$ cat config.mk
export PLATFORM = sky130hd
export DESIGN_NAME = id_issue_queue
export DESIGN_NICKNAME = d
export VERILOG_FILES = /design/src/rtl/id_issue_queue.sv
export SDC_FILE = /design/constraint.sdc
export NUM_CORES = 1
export LEC_CHECK = 0
export ABC_AREA = 1
export BUFFER_PORTS_ARGS = -buffer_cell sky130_fd_sc_hd__buf_2
export CAP_MARGIN = 20
export CORE_ASPECT_RATIO = 1.75
export CORE_MARGIN = 10
export CORE_UTILIZATION = 25
export CTS_CLUSTER_DIAMETER = 120
export DETAILED_ROUTE_END_ITERATION = 8
export PLACE_DENSITY_LB_ADDON = 0.1
export SLEW_MARGIN = 20
export SYNTH_ARGS = -nofsm -noshare
export SYNTH_HDL_FRONTEND = slang
export SYNTH_SLANG_ARGS = --single-unit
export TNS_END_PERCENT = 50
$ cat constraint.sdc
create_clock -name Clk -period 11.8 [get_ports Clk]
set_input_delay 1.18 -clock Clk [delete_from_list [all_inputs] [get_ports Clk]]
set_output_delay 1.18 -clock Clk [all_outputs]
set_load 0.005 [all_outputs]
$ cat src/rtl/id_issue_queue.sv
// Decode-to-execute issue queue: DEPTH-entry circular buffer with valid/ready on both sides,
// NOP-masked bubbles, whole-queue flush and exception enqueue lock. Optional ID_QUEUE_BYPASS_EN.
module id_issue_queue #(
    parameter int REG_DATA_WIDTH     = 32,
    parameter int REGFILE_ADDR_WIDTH = 5,
    parameter int CTRL_WIDTH         = 18,
    parameter int DEPTH              = 4,
    parameter int CNT_WIDTH          = $clog2(DEPTH + 1)
) (
    input  logic                          Clk,
    input  logic                          Reset_n,
    input  logic                          ID_Flush,
    input  logic                          In_valid,
    output logic                          In_ready,
    input  logic [REG_DATA_WIDTH-1:0]     In_PC,
    input  logic [REG_DATA_WIDTH-1:0]     In_PC_dest,
    input  logic [REG_DATA_WIDTH-1:0]     In_Immediate_1,
    input  logic [REG_DATA_WIDTH-1:0]     In_Immediate_2,
    input  logic [CTRL_WIDTH-1:0]         In_Ctrl,
    input  logic [REGFILE_ADDR_WIDTH-1:0] In_Rd_addr,
    input  logic [REGFILE_ADDR_WIDTH-1:0] In_Rs1_addr,
    input  logic [REGFILE_ADDR_WIDTH-1:0] In_Rs2_addr,
    input  logic                          In_Exception,
    output logic                          Out_valid,
    input  logic                          Out_ready,
    output logic [REG_DATA_WIDTH-1:0]     Out_PC,
    output logic [REG_DATA_WIDTH-1:0]     Out_PC_dest,
    output logic [REG_DATA_WIDTH-1:0]     Out_Immediate_1,
    output logic [REG_DATA_WIDTH-1:0]     Out_Immediate_2,
    output logic [CTRL_WIDTH-1:0]         Out_Ctrl,
    output logic [REGFILE_ADDR_WIDTH-1:0] Out_Rd_addr,
    output logic [REGFILE_ADDR_WIDTH-1:0] Out_Rs1_addr,
    output logic [REGFILE_ADDR_WIDTH-1:0] Out_Rs2_addr,
    output logic                          Out_Exception,
    output logic [CNT_WIDTH-1:0]          Count
);

    localparam int PTR_W   = $clog2(DEPTH);
    localparam int ENTRY_W = 4 * REG_DATA_WIDTH + CTRL_WIDTH + 3 * REGFILE_ADDR_WIDTH + 1;
    localparam logic [CNT_WIDTH-1:0] FULL_CNT = CNT_WIDTH'(DEPTH);

    logic [ENTRY_W-1:0]            mem [DEPTH];
    logic [ENTRY_W-1:0]            in_entry;
    logic [ENTRY_W-1:0]            head_entry;
    logic [ENTRY_W-1:0]            out_entry;
    logic [PTR_W-1:0]              rd_ptr;
    logic [PTR_W-1:0]              wr_ptr;
    logic [CNT_WIDTH-1:0]          cnt;
    logic                          exc_lock;
    logic                          empty;
    logic                          enq;
    logic                          deq;
    logic                          store;
    logic                          pop;
    logic [CTRL_WIDTH-1:0]         head_ctrl;
    logic [REGFILE_ADDR_WIDTH-1:0] head_rd;
    logic                          head_exc;

    assign in_entry   = {In_PC, In_PC_dest, In_Immediate_1, In_Immediate_2, In_Ctrl,
                         In_Rd_addr, In_Rs1_addr, In_Rs2_addr, In_Exception};
    assign head_entry = mem[rd_ptr];
    assign empty      = (cnt == '0);

    // Deliberately independent of Out_ready: a full queue refuses input even while draining.
    assign In_ready = (cnt != FULL_CNT) && !exc_lock && !ID_Flush;
    assign enq      = In_valid && In_ready;
    assign deq      = Out_valid && Out_ready;

`ifdef ID_QUEUE_BYPASS_EN
    logic bypass;
    assign bypass    = empty && In_valid && !ID_Flush && !exc_lock;
    assign Out_valid = !empty || bypass;
    assign out_entry = empty ? in_entry : head_entry;
    // A bundle consumed straight through the bypass never touches the array.
    assign store     = enq && !(bypass && Out_ready);
    assign pop       = deq && !empty;
`else
    assign Out_valid = !empty;
    assign out_entry = head_entry;
    assign store     = enq;
    assign pop       = deq;
`endif

    assign {Out_PC, Out_PC_dest, Out_Immediate_1, Out_Immediate_2, head_ctrl,
            head_rd, Out_Rs1_addr, Out_Rs2_addr, head_exc} = out_entry;

    // Bubbles must decode as a NOP downstream.
    assign Out_Ctrl      = Out_valid ? head_ctrl : '0;
    assign Out_Rd_addr   = Out_valid ? head_rd   : '0;
    assign Out_Exception = Out_valid && head_exc;
    assign Count         = cnt;

    always_ff @(posedge Clk or negedge Reset_n) begin
        if (!Reset_n) begin
            rd_ptr   <= '0;
            wr_ptr   <= '0;
            cnt      <= '0;
            exc_lock <= 1'b0;
        end else if (ID_Flush) begin
            rd_ptr   <= '0;
            wr_ptr   <= '0;
            cnt      <= '0;
            exc_lock <= 1'b0;
        end else begin
            if (store) wr_ptr <= wr_ptr + PTR_W'(1);
            if (pop)   rd_ptr <= rd_ptr + PTR_W'(1);
            if (store && !pop)
                cnt <= cnt + CNT_WIDTH'(1);
            else if (!store && pop)
                cnt <= cnt - CNT_WIDTH'(1);
            if (enq && In_Exception) exc_lock <= 1'b1;
        end
    end

    // Payload storage carries no reset; entries are only visible while counted valid.
    always_ff @(posedge Clk) begin
        if (store) mem[wr_ptr] <= in_entry;
    end

endmodule

* Word level (Yosys, flattened, before mapping)
Memories as Yosys holds them, arrays and structs flattened. Cells that the tools add are included.
Operators by class: add/sub/neg operators 4, equality and inequality tests 1, muxes and demuxes 13, reduce and logical (&&, ||, !) cells 18
Operators by type and width (count):
- 18-bit 2-to-1 mux | 1
- 3-bit 2-to-1 mux | 3
- 1-bit logical AND | 8
- 2-bit 2-to-1 mux | 4
- 2-bit nonzero test | 3
- 1-bit logical NOT | 5
- 5-bit 2-to-1 mux | 1
- 2-bit by 1-bit adder with 2-bit output (second input constant) | 2
- 1-bit 2-to-1 mux | 4
- 3-bit by 1-bit adder with 3-bit output (second input constant) | 1
- 3-bit logical NOT | 1
- 3-bit != test (second input constant) | 1
- 3-bit nonzero test | 1
- 3-bit by 1-bit subtractor with 3-bit output (second input constant) | 1
Storage, ports and cells: register bits 8, memory bits (writable) 648, input bits 167, output and inout port bits 167, word-level logic and storage cells 41, memories 1
Memory list:
- mem | depth 4, width 162, rd ports 1, clocked after Yosys merged registers in 0, write ports 1, RTL line 42 | logic [ENTRY_W-1:0] mem [DEPTH];

* Depth between registers and ports, before layout
Gate-level depths: netlist (run 1).
depth in word-level cells 9, depth in mapped cells 11, depth with buffers taken out 11

* Worst setup path before layout (run 1)
Ideal clock, no wire load.
path kind input -> register, start input port ID_Flush, end memory mem[0][0] (netlist name), enable pin, library setup time 687 ps, arrival 8217 ps, required time 11113 ps, setup slack 2897 ps, stages 3, path buffers 0, cells stage by stage nor2_1 nand3_2 nor2_1
Between the ends: cells in the longest elaborated chain, start to end 5
RTL lines:
- start, declared | RTL line 12 | input logic ID_Flush,
- 1-bit logical NOT | RTL line 65 | assign In_ready = (cnt != FULL_CNT) && !exc_lock && !ID_Flush;
- 1-bit logical AND | RTL line 65
- 1-bit logical AND | RTL line 66 | assign enq = In_valid && In_ready;
- 1-bit 2-to-1 mux | RTL line 117 | if (store) mem[wr_ptr] <= in_entry;
- 1-bit 2-to-1 mux (not written as such) | RTL line 117
- end, declared | RTL line 42
Every way passes these cells.

* Worst setup path after layout (run 1)
start register rd_ptr[0], end output port Out_Immediate_2[15]
Between the ends: cells in the longest elaborated chain, start to end 1
RTL lines:
- start, declared | RTL line 46 | logic [PTR_W-1:0] rd_ptr;
- start signal, assigned | RTL line 106 | if (pop) rd_ptr <= rd_ptr + PTR_W'(1);
- memory read 4 x 162 bit
- end, declared | RTL line 29 | output logic [REG_DATA_WIDTH-1:0] Out_Immediate_2,
Every way passes these cells.

==> metrics.sh, run 1 <==
MOST-COMMON-LAYOUT-CELLS='648 x sky130_fd_sc_hd__edfxtp_1, 374 x sky130_fd_sc_hd__nor2_1, 333 x sky130_fd_sc_hd__buf_2, 280 x sky130_fd_sc_hd__o21ai_0, 138 x sky130_fd_sc_hd__o22ai_1'
PLACEDINSTANCEAREA_UM2=27550
TIMING.FINAL.CRIT_PERIOD_NS=5.345
FINAL_MAX_SLEW_VIOL_COUNT=0
POSTSYNTHNETCOUNT=1858
MAXCAPVIOLCOUNT=0
IOS=334
DRT_DRC_VIOLATIONS_LEFT=0
WORSTSETUPPATHTYPE='flip-flop to output port'
GRT_MAX_DEGREE=150
SYNTHCELLS=1686
ACHIEVABLE-FREQUENCY_GHz=0.1871
CLOCKBUFFERDEPTH=3
SYNTH_AREA_UM2=24640
CTS.REPAIR.RESIZED=0
DETAILROUTE.VIA_COUNT=15070
HTREEDEPTH=3
DRT_PASS1_ITERATIONS=4
FINALHOLDWORSTSLACK_NS=0.4124
GRT_UTIL_ALL_LAYERS_PCT=12.53
CRIT_TOP_CELL='sky130_fd_sc_hd__buf_4'
CORE_REGION_AREA_UM2=97940
KIND_OF_END_POINT_OF_THE_CRITICAL_PATH='output port'
SYNTH-SEQ-AREA-SHARE_PCT=79.80
WORST-ENDPOINT-REQUIRED_NS=10.62
WORST_CLOCK_SKEW_NS=0.02201
FINAL_ANTENNA_NET_COUNT=0
GRT_SETUP_UNREPAIRED='false'
POWER_DENSITY_nW_PER_UM2=207.0
FINALHOLDVIOLCOUNT=0
PLACED_CELLS_INCL_TAPS=3241
TOTAL_POWER_mW=6.149
R2R_CELLS=5
WORST_IR_DROP_VDD_mV=0.1145
POST_SYNTH.CELL_AREA_AVG_UM2=14.61
CLK_TRANSITION_REPORTED_PATHS_NS=0.06
TIMING.CRITICAL_PATH.SLOWEST_STAGE_CELL='sky130_fd_sc_hd__dfrtp_4'
POST_CTS.REPAIR.SETUP_BUFFERS=0
CP_MAX_FO=94
CLOCK-SINKS=656
PORTBUFFERS=333
YS_WARN_COUNT=0
LAYOUT-DRIVE-GT1-SHARE_PCT=22.51
DIE_AREA_UM2=112000
CLOCK_TREE_FROM_TRITONCTS='built'
LAYOUT.CELLS.NON_FILLER=3370
DETAILED_ROUTE_VIAS_PER_INSTANCE=4.471
WIRE_PER_INST_UM=21.29
LAYOUT_COMMONEST_CELL='sky130_fd_sc_hd__edfxtp_1'
MAX_STAGE_DELAY_NS=1.08
TIGHTESTPINTRANSITION_NS=1.091
FINAL_AREA_UM2=29700
FIN_NETS=2175
DETAILEDROUTE.FIRSTITERATIONVIOLATIONS=791
HPWL_MM=40.55
GRT_PASS1_WL_MM=105.9
WORSTHOLDPATHTYPE='primary input to asynchronous set/reset pin'
YOSYSUNIQUECELLTYPES=26
ROUTE.FINAL.WIRE_LENGTH_MM=71.74
CLK_LATENCY_NS=0.62
DIE_HEIGHT_UM=435.3
GRT_PASS1_VIAS=15560
MIN_PERIOD_OVER_PERIOD_PCT=45.30
ANTENNA_FOUND_INITIAL=22
GRT.OVERFLOW.TOTAL=0
FP.DIEW_UM=257.3
INITIAL_UTILIZATION_PCT=25.15
WORST-ENDPOINT-ARRIVAL_NS=4.17
ROOT_BUFFER='sky130_fd_sc_hd__clkbuf_16'
YS_FF_LATCH=656
SYNTHTOLAYOUTAREAGROWTH_PCT=20.55
SETUP_VIOL=0
ROWS=152
CTS.HOLD.BUFFERS_ADDED=0
TIMING.SETUP.TNS_NS=0
TOTAL_LEAKAGE_POWER_nW=10.02
SETUP.WORST_PATH.START_CLASS='flip-flop'
CTS_MADE_BUFFERS=69
GP_ROUTABILITY_CONGESTION=0.7044
SLEW_HEADROOM_PCT=27.28
CP_CELL_SEQUENCE='buf_4 > buf_4 > o21ai_0 > o22ai_1 > buf_2'
RUN_STATUS='complete, no violations'
-- cell type report --
| class | instances | area (um^2) |
|---|---|---|
| sequential | 656 | 19670 |
| clock inverter | 38 | 252.7 |
| fill | 9910 | 68240 |
| antenna | 4 | 10.01 |
| timing repair buffer | 355 | 1832 |
| clock buffer | 87 | 1888 |
| inverter | 16 | 77.57 |
| tap | 1309 | 1638 |
| multi-input combinational | 905 | 4335 |
-- critical path, delay by kind of cell, from the launching register on --
family | cells | cell delay [ns]
compound gates | 2 | 0.53
flops | 1 | 1.08
buf+inv | 3 | 1.85
-- cells by family (layout without fill, tap and decap cells) --
group / count (synthesis) / count (layout) / share of synthesized area [%]
buffers and inverters: 125 / 496 / 2.727
other: 0 / 4 / 0
AOI/OAI and AO/OA: 496 / 496 / 10.83
DFF: 656 / 656 / 79.80
and+or+nand+nor: 403 / 403 / 6.323
adders and majority gates: 5 / 5 / 0.2844
xor gates and xnor gates: 1 / 1 / 0.03556
-- sequential cells by signal, summed over array words and instances, names as in the netlist --
signal / cells
exc_lock: 1
rd_ptr: 2
wr_ptr: 2
mem: 648
Count: 3
-- report_power, final --
group          internal, mW  switching [mW]
logic                 0.415           0.870
clock network          1.18           0.907
registers              2.70          0.0744
total                  4.30            1.85
-- through the flow --
step / worst slack [ns] / utilization (%)
3_5_place_dp: 6.915 / 28.13
6_report: 6.455 / 30.32
2_1_floorplan: 2.897 / -
4_1_cts: 6.202 / 30.31
5_1_grt: 5.983 / 30.32
3_3_place_gp: 6.948 / 28.13
-- layer usage --
metal | up-vias | GRT usage [%] | part of all wire (%)
li1 | 6956 | - | -
met1 | 7586 | 15.56 | 43
met2 | 379 | 20.77 | 49
met3 | 119 | 3.436 | 5.6
met4 | 26 | 4.089 | 2.3
met5 | - | 0 | 0.26
-- final timing paths --
kind                           start                  end  slack (ns)
setup / recovery           rd_ptr[0]  Out_Immediate_2[15]        6.45
hold / removal               Reset_n            rd_ptr[0]        0.41
setup reg to reg            Count[2]            mem[2][4]        8.31
hold reg to reg            wr_ptr[0]            wr_ptr[0]        0.57
max in group asynchronous    Reset_n            rd_ptr[1]       11.18
min in group Clk           wr_ptr[0]            wr_ptr[0]        0.57
-- synthesized netlist by cell type (all sizes together) --
cell type / count / area, um^2
edfxtp: 648 / 19460
nor2: 379 / 1430
o21ai: 329 / 1647
o22ai: 138 / 863.3
buf: 81 / 501.7
a21oi: 28 / 151.4
clkbuf: 28 / 105.1
inv: 16 / 65.06
nand2: 15 / 71.32
dfrtp: 8 / 200.2
nand3: 8 / 50.05
ha: 4 / 50.05
fa: 1 / 20.02
nand4: 1 / 6.260
o21bai: 1 / 7.510
xnor2: 1 / 8.760
Power figures use the tool's default switching activity.
==> run 2, diff against run 1 <==
- ABC_AREA: 1 -> 0
- clock period: 11.8 -> 4.7 ns (I/O delays scaled with it)
==> run 2 against run 1 <==
Wire length fell by 13%. First-iteration DRC count fell by 36%. Final area rose by 0.71%. Sequential power rose to 2.5 times the previous value. Sequential share of layout area fell by 0.47 points. Combinational power rose to 2.7 times the previous value. Critical path type unchanged. Largest power group unchanged.
==> metrics.sh, run 2 <==
RUN_STATUS='complete, no violations'
ROOT_BUFFER='sky130_fd_sc_hd__clkbuf_16'
CTS.HOLD.BUFFERS_ADDED=46
POSTSYNTHNETCOUNT=1107
WORST-ENDPOINT-ARRIVAL_NS=2.90
CLOCK-SINKS=656
HOLDCRITSTARTPOINT='In_Rs2_addr[1]'
CORE_REGION_AREA_UM2=95530
LAYOUT.CELLS.NON_FILLER=2638
CP_MAX_FO=30
PLACED_CELLS_INCL_TAPS=2470
POST_SYNTH_MOST_FREQUENT_CELLS='648 x sky130_fd_sc_hd__edfxtp_1, 162 x sky130_fd_sc_hd__mux4_2, 24 x sky130_fd_sc_hd__and2_1, 22 x sky130_fd_sc_hd__buf_2, 13 x sky130_fd_sc_hd__nor2_1'
FINALHOLDVIOLCOUNT=0
HTREEDEPTH=3
LARGEST_REGISTER='mem'
PORTBUFFERS=333
TOPROUTINGLAYERUSED='met5'
WORST-ENDPOINT-REQUIRED_NS=4.23
TIGHTESTPINTRANSITION_NS=0.9099
SYNTHTOLAYOUTAREAGROWTH_PCT=24.51
CTS_MADE_BUFFERS=68
DRT_PASS1_ITERATIONS=4
GRT_PASS1_WL_MM=91.02
POWER_DENSITY_nW_PER_UM2=521.1
ENDPOINT_WITH_THE_WORST_HOLD_SLACK='mem[0][2]'
GRT_MAX_DEGREE=75
KIND_OF_END_POINT_OF_THE_CRITICAL_PATH='output port'
WIRE_PER_INST_UM=23.61
YS_FF_LATCH=656
DETAILROUTE.VIA_COUNT=11340
YOSYSUNIQUECELLTYPES=30
CLK_TRANSITION_REPORTED_PATHS_NS=0.06
SETUP_VIOL=0
DETAILEDROUTE.FIRSTITERATIONVIOLATIONS=506
ROUTE.MET3.WL_MM=4.403
CTS.REPAIR.RESIZED=0
GRT.OVERFLOW.TOTAL=0
TOTAL_POWER_mW=15.58
CRIT-REG2REG-LAUNCH='Count[0]'
MIN_PERIOD_OVER_PERIOD_PCT=71.65
IOS=334
DIE_AREA_UM2=109400
WORST_CLOCK_SKEW_NS=0.01854
FP.DIEW_UM=254.3
ROWS=150
CLK_LATENCY_NS=0.62
SYNTHCELLS=935
ANTENNA_FOUND_INITIAL=25
INITIAL_UTILIZATION_PCT=25.15
YS_DOMINANT_REG_CELL='sky130_fd_sc_hd__edfxtp_1'
POST_CTS.REPAIR.SETUP_BUFFERS=0
YS_WARN_COUNT=0
WHS_PATH_DEPTH=1
DRT_DRC_VIOLATIONS_LEFT=0
YOSYS.CELL_COUNT.TOP_TYPE='sky130_fd_sc_hd__edfxtp_1'
TOTAL_LEAKAGE_POWER_nW=9.766
WL_MET2_MM=30.97
ACHIEVABLE-FREQUENCY_GHz=0.2969
DETAILED_ROUTE_VIAS_PER_INSTANCE=4.299
NUMBER_OF_ENABLE_FLIP_FLOP_CELLS_AFTER_SYNTHESIS=648
GRT_UTIL_ALL_LAYERS_PCT=11.48
SYNTH_TOP_AREA_CELL='sky130_fd_sc_hd__edfxtp_1'
TIMING.FINAL.CRIT_PERIOD_NS=3.368
CLOCKBUFFERDEPTH=3
SHARE_OF_YOSYS_CELL_AREA_CLAIMED_BY_THE_TOP_AREA_CELL_TYPE_PCT=81.00
POST_SYNTH_MAIN_AREA_CONTRIBUTORS='sky130_fd_sc_hd__edfxtp_1 81%, sky130_fd_sc_hd__mux4_2 15%, sky130_fd_sc_hd__dfrtp_1 0.83%, sky130_fd_sc_hd__and2_1 0.63%, sky130_fd_sc_hd__buf_2 0.46%'
SYNTH-SEQ-AREA-SHARE_PCT=81.83
REG2REG_SETUP_SLACK_NS=1.77
SYNTH_AREA_UM2=24020
R2R_CELLS=4
GRT_SETUP_UNREPAIRED='false'
SETUP.WORST_PATH.START_CLASS='flip-flop'
FILLERINSTANCES=9184
WORST_IR_DROP_VDD_mV=0.3170
WORSTSETUPPATHTYPE='flip-flop to output port'
TIMING.SETUP.TNS_NS=0
SLEW_HEADROOM_PCT=39.34
GRT_PASS1_VIAS=12690
GP_ROUTABILITY_CONGESTION=0.7078
DIE_HEIGHT_UM=430.1
CLOCK_TREE_FROM_TRITONCTS='built'
FIN_NETS=1542
SYNTHARSTFLOPSHARE_PCT=1.220
WL_MET1_MM=25.19
HPWL_MM=38.39
ROUTE.FINAL.WIRE_LENGTH_MM=62.29
WORSTHOLDPATHTYPE='primary input to flip-flop'
FINAL_ANTENNA_NET_COUNT=0
LAYOUT-DRIVE-GT1-SHARE_PCT=43.76
WORST_FLOP_TO_FLOP_PATH_ENDPOINT='mem[3][153]'
FINAL_MAX_SLEW_VIOL_COUNT=0
MOST-COMMON-LAYOUT-CELLS='648 x sky130_fd_sc_hd__edfxtp_1, 333 x sky130_fd_sc_hd__buf_2, 162 x sky130_fd_sc_hd__mux4_2, 71 x sky130_fd_sc_hd__clkbuf_16, 46 x sky130_fd_sc_hd__dlygate4sd3_1'
LARGEST_REGISTER_FF_COUNT=648
MAXCAPVIOLCOUNT=0
FINAL_CORE_UTIL_PCT=31.31
POST_SYNTH.CELL_AREA_AVG_UM2=25.69
LAYOUT_COMMONEST_CELL='sky130_fd_sc_hd__edfxtp_1'
## run 2: cell count changes in the layout (fill, tap and decap cells not counted), sizes merged, moves of 5 or more
cell / before / now
nor2: 379 / 13
o21ai: 329 / 4
mux4: 0 / 162
o22ai: 138 / 0
dlygate4sd3: 0 / 46
a21oi: 28 / 2
and2: 0 / 24
nand2: 15 / 2
clkinv: 34 / 23
inv: 16 / 6
nand3: 8 / 1
and3: 0 / 5
buf: 355 / 360
clkbuf: 87 / 92
## run 2: final cells by class
| class | instances | area, um^2 | share of cell area [%] |
|---|---|---|---|
| flip-flops and latches | 656 | 19670 | 65.75 |
| multi-input cells | 234 | 4144 | 13.85 |
| repair buffers | 406 | 2492 | 8.333 |
| clock buffers | 92 | 1856 | 6.204 |
| well taps | 1216 | 1521 | 5.087 |
| clock inverters | 27 | 207.7 | 0.6944 |
| inverters | 4 | 15.01 | 0.05020 |
| diodes | 3 | 7.507 | 0.02510 |
## run 2: worst max-delay path by stage
stage,start,end,slack [ns],depth (start not counted)
floorplan,Count[2],mem[2][0],-0.64,3
global placement,ID_Flush,mem[3][153],1.65,4
detailed placement,ID_Flush,mem[3][153],1.62,4
CTS,rd_ptr[0],Out_PC_dest[2],1.13,4
global route,rd_ptr[0],Out_PC_dest[5],1.05,4
finish,rd_ptr[0],Out_PC_dest[2],1.33,4
## run 2: cells by family (layout without fill, tap and decap cells)
family	after synthesis	after routing	synth area share (%)
muxes	165	165	15.32
other	0	3	0
buffers and inverters	45	529	1.005
AOI/OAI and AO/OA	9	9	0.2240
xor gates and xnor gates	3	3	0.1094
and+or+nand+nor	52	52	1.214
DFF	656	656	81.83
adders and majority gates	5	5	0.2917
## run 2: metal layers
| layer | global-route usage [%] | vias up |
|---|---|---|
| li1 | - | 4873 |
| met2 | 18.88 | 328 |
| met5 | 0 | - |
| met4 | 4.162 | 28 |
| met1 | 13.88 | 6000 |
| met3 | 3.671 | 113 |
## run 2: per-stage QoR
stage / hold WS [ns] / setup slack (ns) / instance area, um^2
final: 0.07219 / 1.332 / 29910
after CTS: 0.0001803 / 1.130 / 29900
after floorplan: 0.1744 / -0.6416 / 24030
after global placement: 0.3326 / 1.649 / 27380
after global routing: 0.02152 / 1.047 / 29910
after detailed placement: 0.3396 / 1.621 / 27380
## run 2: power breakdown
group,total [mW],leakage [nW],switching (mW),internal (mW)
sequential,6.99,5.98,0.205,6.79
clock,5.12,1.01,2.23,2.89
combinational,3.47,2.78,1.75,1.72
## run 2: critical path: stages, from the launching register on
cell	delay (ns)
sky130_fd_sc_hd__dfrtp_4	0.91
sky130_fd_sc_hd__buf_12	0.32
sky130_fd_sc_hd__buf_4	0.32
sky130_fd_sc_hd__mux4_2	0.53
sky130_fd_sc_hd__buf_2	0.14
==> run 3, diff against run 2 <==
- ABC_AREA: 0 -> 1
- clock period: 4.7 -> 3.3 ns (I/O delays scaled with it)
==> run 3 against run 2 <==
Worst setup slack worse by 0.95 ns. Power up 42%. Final area up 5.6%. Via count up 37%. Non-clock buffer count up 124. Worst hold slack worse by 0.0074 ns. First-iteration DRC count up 66%. Wire length up 16%. Global-route usage up 1.2 points. Die area up 2.4%.
==> metrics.sh, run 3 (synthesis gave the netlist of run 1 again) <==
WORSTHOLDPATHTYPE='primary input to asynchronous set/reset pin'
LARGEST_REGISTER_FF_COUNT=648
FINAL_CORE_UTIL_PCT=32.25
WORST-ENDPOINT-ARRIVAL_NS=2.59
LAYOUT_COMMONEST_CELL='sky130_fd_sc_hd__edfxtp_1'
WIRE_PER_INST_UM=20.49
ANTENNA_FOUND_INITIAL=5
TIMING.FINAL.CRIT_PERIOD_NS=2.922
CP_MAX_FO=57
LAYOUT-DRIVE-GT1-SHARE_PCT=20.99
CLOCK_TREE_FROM_TRITONCTS='built'
FINAL_ANTENNA_NET_COUNT=0
WL_MET2_MM=35.50
WORST_CLOCK_SKEW_NS=0.02249
HPWL_MM=41.07
CTS_MADE_BUFFERS=68
PORTBUFFERS=333
GRT_PASS1_WL_MM=107.9
HTREEDEPTH=3
INITIAL_UTILIZATION_PCT=25.15
SLEW_HEADROOM_PCT=48.86
SETUP_VIOL=0
WL_MET1_MM=31.79
FIN_NETS=2349
SETUP.WORST_PATH.START_CLASS='flip-flop'
ROWS=152
ROUTE.MET3.WL_MM=3.477
GRT_SETUP_UNREPAIRED='false'
TIMING.SETUP.TNS_NS=0
IOS=334
DETAILED_ROUTE_VIAS_PER_INSTANCE=4.405
TOPROUTINGLAYERUSED='met5'
MIN_PERIOD_OVER_PERIOD_PCT=88.54
WORST_IR_DROP_VDD_mV=0.6061
FP.DIEW_UM=257.3
GRT_MAX_DEGREE=153
DRT_DRC_VIOLATIONS_LEFT=0
DIE_AREA_UM2=112000
GRT.OVERFLOW.TOTAL=0
GP_ROUTABILITY_CONGESTION=0.7180
TOTAL_POWER_mW=22.11
LARGEST_REGISTER='mem'
WORST-ENDPOINT-REQUIRED_NS=2.97
CORE_REGION_AREA_UM2=97940
ROOT_BUFFER='sky130_fd_sc_hd__clkbuf_16'
DIE_HEIGHT_UM=435.3
RUN_STATUS='complete, no violations'
DRT_PASS1_ITERATIONS=5
KIND_OF_END_POINT_OF_THE_CRITICAL_PATH='output port'
SYNTHTOLAYOUTAREAGROWTH_PCT=28.21
ACHIEVABLE-FREQUENCY_GHz=0.3422
FINAL_MAX_SLEW_VIOL_COUNT=0
CLOCK-SINKS=656
ROUTE.FINAL.WIRE_LENGTH_MM=72.43
GRT_UTIL_ALL_LAYERS_PCT=12.67
WORSTSETUPPATHTYPE='flip-flop to output port'
DETAILROUTE.VIA_COUNT=15570
TOTAL_LEAKAGE_POWER_nW=10.77
CRIT-REG2REG-LAUNCH='exc_lock'
CLK_LATENCY_NS=0.63
CLK_TRANSITION_REPORTED_PATHS_NS=0.07
MAXCAPVIOLCOUNT=0
FINALHOLDVIOLCOUNT=0
WORST_SETUP_PATH_STARTPOINT='rd_ptr[0]'
GRT_PASS1_VIAS=16480
POWER_DENSITY_nW_PER_UM2=699.9
CLOCKBUFFERDEPTH=3
MOST-COMMON-LAYOUT-CELLS='648 x sky130_fd_sc_hd__edfxtp_1, 374 x sky130_fd_sc_hd__nor2_1, 333 x sky130_fd_sc_hd__buf_2, 280 x sky130_fd_sc_hd__o21ai_0, 167 x sky130_fd_sc_hd__dlygate4sd3_1'
DETAILEDROUTE.FIRSTITERATIONVIOLATIONS=840
TIGHTESTPINTRANSITION_NS=0.7671
run 3: critical path, stage by stage, from the launching register on:
cell and delay, ns:
sky130_fd_sc_hd__dfrtp_4 0.54, sky130_fd_sc_hd__inv_8 0.36, sky130_fd_sc_hd__buf_12 0.33, sky130_fd_sc_hd__o21ai_0 0.12
sky130_fd_sc_hd__o22ai_1 0.35, sky130_fd_sc_hd__buf_2 0.21
run 3: stage by stage:
step / area [um^2] / hold WS (ns) / setup slack, ns / instances
2_1_floorplan: 24680 / 0.03441 / -0.2942 / 1686
3_3_place_gp: 27870 / 0.1965 / 0.9616 / 3249
3_5_place_dp: 27870 / 0.1982 / 0.9174 / 3249
4_1_cts: 31580 / 0.01517 / 0.1942 / 3534
5_1_grt: 31590 / 0.06507 / 0.1705 / 3535
6_report: 31590 / 0.06479 / 0.3781 / 3535
run 3: timing repair:
action / 4_1_cts / 5_1_grt
hold buffers: 167 / 0
gates resized for setup: 0 / 0
hold endpoints to repair: 660 / 0
buffers inserted: 0 / 0
run 3: worst paths after layout:
check	to	slack, ns	depth (start not counted)
worst max-delay path	Out_Immediate_2[28]	0.38	5
worst min-delay path	exc_lock	0.06	2
worst max register to register	mem[1][85]	1.29	4
worst min register to register	wr_ptr[0]	0.56	1
max in group asynchronous	rd_ptr[1]	3.02	2
min in group Clk	mem[3][37]	0.44	2
run 3: layout make-up:
cell class / count / area, um^2
multi-input combinational: 905 / 4345
timing repair buffer: 530 / 3814
fill: 9793 / 66360
tap: 1309 / 1638
clock buffer: 89 / 1812
antenna: 1 / 2.502
inverter: 16 / 72.57
clock inverter: 29 / 235.2
sequential: 656 / 19670
run 3: metal layers:
| layer | vias to the layer above | track usage (%) |
|---|---|---|
| li1 | 7306 | - |
| met1 | 7811 | 15.55 |
| met2 | 363 | 21.61 |
| met3 | 89 | 2.839 |
| met4 | 4 | 4.318 |
| met5 | - | 0 |
run 3: power breakdown:
group	total (mW)	switching (mW)	leakage (nW)	internal, mW
combinational	5.08	3.33	3.82	1.75
clock	7.23	3.24	0.979	3.99
sequential	9.80	0.130	5.97	9.67
total	22.1	6.70	10.8	15.4
